--- config.mk ---
export PLATFORM = sky130hd
export DESIGN_NAME = seq_code_map
export DESIGN_NICKNAME = d
export VERILOG_FILES = /design/src/rtl/seq_chk_pkg.sv /design/src/rtl/seq_code_map.sv
export SDC_FILE = /design/constraint.sdc
export NUM_CORES = 1
export LEC_CHECK = 0
export CORE_AREA = 5 5 42 44
export DETAILED_ROUTE_END_ITERATION = 8
export DIE_AREA = 0 0 47 49
export SETUP_SLACK_MARGIN = 0.2
export SLEW_MARGIN = 15
export SYNTH_ARGS = -nofsm -noshare
export SYNTH_HDL_FRONTEND = slang
export SYNTH_SLANG_ARGS = --single-unit
export TNS_END_PERCENT = 10
--- constraint.sdc ---
create_clock -name vclk -period 0.8
set_input_delay 0.16 -clock vclk [all_inputs]
set_output_delay 0.16 -clock vclk [all_outputs]
set_load 0.01 [all_outputs]
--- src/rtl/seq_chk_pkg.sv ---
// Shared types and code tables for the seq_chk sequence checker.
// Sequence order by index: 0,3,4,2,5,7,6,1 (repeating).
package seq_chk_pkg;

  typedef enum logic [1:0] {
    StHunt   = 2'd0,
    StSync   = 2'd1,
    StLocked = 2'd2,
    StSlip   = 2'd3
  } seq_state_e;

  // Packed MSB-first, so element [0] holds the code for index 0.
  localparam logic [7:0][2:0] CodeTable = {3'd1, 3'd6, 3'd7, 3'd5, 3'd2, 3'd4, 3'd3, 3'd0};

  function automatic logic [2:0] idx_to_code(logic [2:0] idx);
    return CodeTable[idx];
  endfunction

  function automatic logic [2:0] code_to_idx(logic [2:0] code);
    logic [2:0] idx;
    case (code)
      3'd0:    idx = 3'd0;
      3'd1:    idx = 3'd7;
      3'd2:    idx = 3'd3;
      3'd3:    idx = 3'd1;
      3'd4:    idx = 3'd2;
      3'd5:    idx = 3'd4;
      3'd6:    idx = 3'd6;
      default: idx = 3'd5;
    endcase
    return idx;
  endfunction

endpackage

--- src/rtl/seq_code_map.sv ---
// Combinational code<->index translation for the checker sequence.
module seq_code_map
  import seq_chk_pkg::*;
(
  input  logic [2:0] code,
  input  logic [2:0] idx,
  output logic [2:0] code_idx,
  output logic [2:0] idx_code
);

  assign code_idx = code_to_idx(code);
  assign idx_code = idx_to_code(idx);

endmodule

# Word level (Yosys, flattened, before mapping)
# Memory sizes are Yosys's and may differ from the RTL's.
# Index checks and enable logic that the tools add are counted.
# word_totals
reg_bits,0
latch_bits,0
ramBits,0
romBits,24
inputBits,6
output_inout_bits,6
elab_cells,11
n_memories,1
# mem_list
name,words,width,rd,rd_ports_with_merged_regs,wr,line,rtl
(name not given),8,3,1,0,0,seq_chk_pkg.sv:16,return CodeTable[idx];
# classes
addsub,0
multipliers,0
div,0
magnitude_cmp,1
eq_ne,6
shift,0
n_mux,2
n_bitwise,0
n_reduce_logical,1
# op_table
cell,count
$pmux 3 s7,1
$eq 3x3->1 const B,3
$eq 3x2->1 const B,2
$lt 3x4->1 const B,1
$eq 3x1->1 const B,1
$logic_not 3->1,1
$mux 3,1

# Logic depth before layout (Yosys ltp)
# Gate-level depths: netlist (run 1).
# logic_depth
ltp_word,2
mapped_depth,4
mapped_depth_nobuf,4

# Least setup slack after synthesis (run 1)
# OpenSTA, ideal clock, no wires.
# synth_path
path_type,in2out
startpoint,in idx[0]
endpoint,out idx_code[1]
arrival_time_ps,696
required_ps,640
setup_slack_ps,-56
path_stages,3
n_path_buf,0
path_cell_list,inv_1 ha_1 a21oi_1
# synth_between
elab_chain_cells,2
# synth_rtl
element,line,rtl
start: declaration,seq_code_map.sv:6,"input logic [2:0] idx,"
$mem_v2 8x3,n/a,
$mux 3 (not written as such),seq_chk_pkg.sv:16,
end: declaration,seq_code_map.sv:8,output logic [2:0] idx_code
# No other way between the ends. The select of a mux whose other input is x is not followed.

# Worst setup path in the final report (run 1)
# layout_path
startpoint,in idx[1]
endpoint,out idx_code[2]
# Same word-level chain as after synthesis.

==> summary.md, run 1 <==
| Metric | Value |
|---|---|
| Status | finished, violations left |
| Violated checks | negative setup slack |
| CP dominant cell by count | buf_6 |
| Starting Density | 0.0750 |
| Total of max-cap violations | 0 |
| Via total after detailed routing | 138 |
| Mapped Cells | 14 |
| Largest net degree at the start of global routing | 5 |
| Vias in the first global route | 143 |
| Global-route met2 utilization | 0.0475 |
| Fin crit share | 1.25 |
| Seq. cell area | 0 sq um |
| 1st-pass router iterations | 1 |
| All-Layer GR Usage | 0.0260 |
| Slew @ Worst Pin | 185 ps |
| Worst Hold Class | in -> out |
| Worst path cell trace | buf_6, buf_6, inv_16, mux2_4, buf_6 |
| # diodes | 0 |
| Clk_buf instances | 0 |
| Antenna Nets Post-Route | 0 |
| Fin crit period | 997 ps |
| Met3 usage | 0.00369 |
| Cell type with the largest total area after synthesis | ha_1 |
| Die Ht | 49 um |
| Critical path peak fanout | 2 |
| Gr ovfl total | 0 |
| Port Buf Inserts | 12 |
| PwrDens | 583 nW/um^2 |
| Synth Area in Adders | 0.345 |
| Sequential cell count | 0 |
| Post-synth cell types | 8 |
| Syn_area_per_cell | 7.51 sq um |
| Area Overhead vs Synth | 223% |
| Crit-path slowest cell | mux2_4 |
| Global-route wire length before repair | 510 um |
| Combinational family with the most area after synthesis | adder cells |
| Final Setup Violations | 5 |
| Die ar. | 2300 sq um |
| Clock Power Share | 0 |
| Share of the synthesized area in the top cell type | 0.238 |
| Reg power frac | 0 |
| Met1 Usage GRT | 0.0326 |
| Setup ws final | -197 ps |
| Crit start category | primary input |
| Mux cell area share after synthesis | 0.310 |
| Vias/cell | 3.14 |
| CP peak stage delay | 290 ps |
| Synth area leaders | ha_1 24%, mux2_2 21%, inv_1 14% |
| CP bufs+invs | 4 |
| Crit path max-delay family | buffers and inverters |
| Layout cells sized above 1 | 0.893 |
| Leak | 0.151 nW |
| Slew headroom | 0.876 |
| Slew Limit Fails | 0 |
| Post-Synth XOR/XNOR Area | 0.0833 |
| Mapped Area | 105 sq um |
| Hold Slack | 588 ps |
| Rows | 14 |
| Layout Nets | 38 |
| DRC Markers | 0 |
| Comb pwr share | 1.000 |
| Dpl ws | -1030 ps |
| Sw Ratio | 0.394 |
| Synth Area in Compound Gates | 0.0476 |
| WL final | 326 um |
| Post-Syn Nets | 22 |
| Final hold vios | 0 |
| Antenna violations before repair | 0 |
| WP data required | 640 ps |
| Number of I/O pins | 12 |
| CP endpoint kind | output port |
| Setup CP Type | in -> out |
| Ys Warns | 0 |
| CP arrival | 840 ps |
| Starting DRT DRC Count | 0 |
| Top Usage Layer GRT | met2 |
| F_max | 1000 MHz |
| Gp weighted congestion | 0.565 |
| Die Wd | 47 um |
| Internal | 0.120 mW |
| RSZ-0062 raised after global routing | true |
| Register area share after synthesis | 0 |
| Peak VDD IR | 0.000164 V |
| Setup repair bufs after CTS | 0 |
| WL per Instance | 7.41 um |
| Sw power | 0.0779 mW |
| Post-Synth Simple-Gate Area | 0.0714 |
| Core Box Area | 1400 sq um |
-- power groups by stage --
stage               combinational [mW]  clock [mW]  sequential (mW)
global placement                 0.191           0                0
detailed placement               0.192           0                0
CTS                              0.199           0                0
floorplan                       0.0804           0                0
global route                     0.210           0                0
finish                           0.198           0                0
-- cells in the final DEF, fill, tap and decap left out --
cell	count
a21oi_4	1
buf_2	2
buf_4	1
buf_6	9
buf_8	1
clkdlybuf4s15_2	1
ha_4	2
inv_1	1
inv_16	1
inv_2	1
inv_4	1
maj3_2	1
mux2_4	2
mux2i_2	1
nor2_1	1
nor2_2	1
xnor2_1	1
-- cell usage after synthesis --
master	count
inv_1	4
ha_1	2
mux2_2	2
nor2_1	2
a21oi_1	1
maj3_2	1
mux2i_1	1
xnor2_1	1
-- worst min-delay path, cell delays in order --
cell and delay [ps]:
buf_6 80, xnor2_1 60, buf_2 130
-- metrics by stage --
step,util,cells,total power [mW],cell area [sq um],TNS [ps]
6_report,0.242,44,0.198,339,-652
2_1_floorplan,-,14,0.0804,168,0
3_5_place_dp,0.230,44,0.192,323,-5490
4_1_cts,0.239,44,0.199,335,-676
5_1_grt,0.242,44,0.210,339,-754
3_3_place_gp,0.230,44,0.191,323,-5490
-- what timing repair did --
action                     CTS  global route
setup endpoints to repair    6             6
hold buffers                 0             0
gates resized for setup     61             1
pin swaps                    4             0
-- cell type report --
class,count,area (sq um)
multi-input combinational,10,140
fill,169,1060
tap,16,20.0
inverter,4,33.8
timing repair buffer,14,145
-- final timing paths --
kind,start,to,slack (ps),cells past startpoint
setup / recovery,idx[1],idx_code[2],-200,5
hold / removal,code[0],code_idx[1],590,3
-- per-layer routing --
layer	vias to the layer above	part of all wire
li1	74	-
met1	58	0.39
met2	6	0.48
met3	0	0.12
met4	0	0
met5	-	0
-- kinds of logic (layout without fill, tap and decap cells) --
group	count (synthesis)	after routing
AO/OA/AOI/OAI	1	1
AND/OR/NAND/NOR	2	2
multiplexers	3	3
adder cells (fa/ha/maj)	3	3
XOR/XNOR	1	1
buffers and inverters	4	18
(Power assumes the default switching activity.)
==> run 2, diff against run 1 <==
--- a/config.mk
+++ b/config.mk
@@ -5,6 +5,7 @@
 export SDC_FILE = /design/constraint.sdc
 export NUM_CORES = 1
 export LEC_CHECK = 0
+export CAP_MARGIN = 15
 export CORE_AREA = 5 5 42 44
 export DETAILED_ROUTE_END_ITERATION = 8
 export DIE_AREA = 0 0 47 49
==> constraint.sdc (replaced) <==
create_clock -name vclk -period 0.8
set_input_delay 0.16 -clock vclk [all_inputs]
set_output_delay 0.16 -clock vclk [all_outputs]
set_load 0.02 [all_outputs]
==> run 2 against run 1 <==
  * The flow still finishes with violations (negative setup slack)
  * Sequential cell count unchanged
  * Largest power group unchanged
  * Final cell count down 2.3%
  * Sequential share of layout area unchanged
  * Highest routed layer unchanged
  * Global-route usage up 0.70 points
  * Via count up 8.0%
  * Cell area up 5.5%
  * Critical endpoint is now idx_code[1]
  * First-iteration DRC count unchanged
  * Worst hold slack better by 19 ps
  * Power up 21%
  * Wire length up 8.3%
  * Setup slack better by 92 ps
  * Maximum frequency up 10%
==> summary.md, run 2 (same netlist as run 1, synthesis figures left out) <==
| Metric | Value |
|---|---|
| Vias in the first global route | 161 |
| Peak VDD IR | 0.000181 V |
| Fin crit period | 905 ps |
| CP bufs+invs | 3 |
| PwrDens | 667 nW/um^2 |
| Post-layout util | 0.255 |
| Layout cells sized above 1 | 0.963 |
| Fin crit share | 1.13 |
| CP peak stage delay | 190 ps |
| Die ar. | 2300 sq um |
| Crit start category | primary input |
| Gr ovfl total | 0 |
| Area Overhead vs Synth | 240% |
| Critical path peak fanout | 3 |
| WP data required | 640 ps |
| Total of max-cap violations | 0 |
| DRC Markers | 0 |
| Violated checks | negative setup slack |
| Sw Ratio | 0.427 |
| Antenna violations before repair | 0 |
| Final hold vios | 0 |
| Multi-input logic area | 161 sq um |
| Global-route wire length before repair | 621 um |
| 1st-pass router iterations | 1 |
| Slew @ Worst Pin | 186 ps |
| # hold bufs at CTS | 0 |
| Starting DRT DRC Count | 0 |
| Clock Power Share | 0 |
| WL per Instance | 8.21 um |
| Clk_buf instances | 0 |
| Via total after detailed routing | 149 |
| # diodes | 0 |
| CP endpoint kind | output port |
| Crit path max-delay family | buffers and inverters |
| Crit-path slowest cell | ha_4 |
| Commonest cells after routing, fill and taps aside | 5 x buf_8, 5 x buf_6 |
| Sw power | 0.102 mW |
| Number of I/O pins | 12 |
| Post-Layout Inst Area | 358 sq um |
| Die Ht | 49 um |
| Largest net degree at the start of global routing | 5 |
| Seq. cell area | 0 sq um |
| Slew Limit Fails | 0 |
| Leak | 0.152 nW |
| Port Buf Inserts | 12 |
| All-Layer GR Usage | 0.0330 |
| Starting Density | 0.0750 |
| Core Box Area | 1400 sq um |
| Slew headroom | 0.876 |
| Fillers | 156 |
| Hold Slack | 606 ps |
| Comb pwr share | 1.000 |
| Internal | 0.137 mW |
| Antenna Nets Post-Route | 0 |
| Rows | 14 |
| RSZ-0062 raised after global routing | true |
| CP arrival | 750 ps |
| Status | finished, violations left |
| DP Area | 320 sq um |
| Gp weighted congestion | 0.607 |
| Setup CP Type | in -> out |
| Reg power frac | 0 |
| Setup repair bufs after CTS | 0 |
| WL final | 353 um |
| Setup ws final | -105 ps |
| Final Setup Violations | 5 |
| HPWL after detailed placement | 294 um |
| Layout Nets | 37 |
| Die Wd | 47 um |
| F_max | 1100 MHz |
| Worst path cell trace | buf_8, inv_6, ha_4, a21oi_4, buf_6 |
| Sequential cell count | 0 |
| Worst Hold Class | in -> out |
| Vias/cell | 3.47 |
==> run 2: path summary, 6_finish.rpt <==
check                from           to  slack (ps)  depth (start not counted)
setup / recovery   idx[0]  idx_code[1]        -110                          5
hold / removal    code[0]  code_idx[1]         610                          3
==> run 2: timing repair <==
action	4_1_cts	5_1_grt
setup endpoints to repair	6	6
pin swaps	3	3
hold endpoints to repair	0	0
gates resized for setup	75	3
==> run 2: final cells by class <==
type,instances,share of cell area
Inverter,4,0.0699
Tap cell,16,0.0559
Timing Repair Buffer,13,0.423
Multi-Input combinational cell,10,0.451
==> run 2: per-stage QoR <==
step | worst slack (ps) | instances | total power, mW | TNS (ps)
after global placement | -1120 | 43 | 0.213 | -5950
after floorplan | 76.5 | 14 | 0.109 | 0
after CTS | -135 | 43 | 0.238 | -496
final | -105 | 43 | 0.239 | -416
after detailed placement | -1130 | 43 | 0.215 | -5950
after global routing | -139 | 43 | 0.253 | -521
==> run 2: layer usage <==
| layer | track usage | routed length [um] |
|---|---|---|
| met5 | 0 | 0 |
| met4 | 0 | 0 |
| met3 | 0 | 43 |
| met2 | 0.0701 | 211 |
| met1 | 0.0349 | 98 |
==> run 2: power by group through the flow <==
stage / clock [mW] / sequential, mW / combinational (mW)
after floorplan: 0 / 0 / 0.109
after detailed placement: 0 / 0 / 0.215
after global routing: 0 / 0 / 0.253
after CTS: 0 / 0 / 0.238
after global placement: 0 / 0 / 0.213
final: 0 / 0 / 0.239
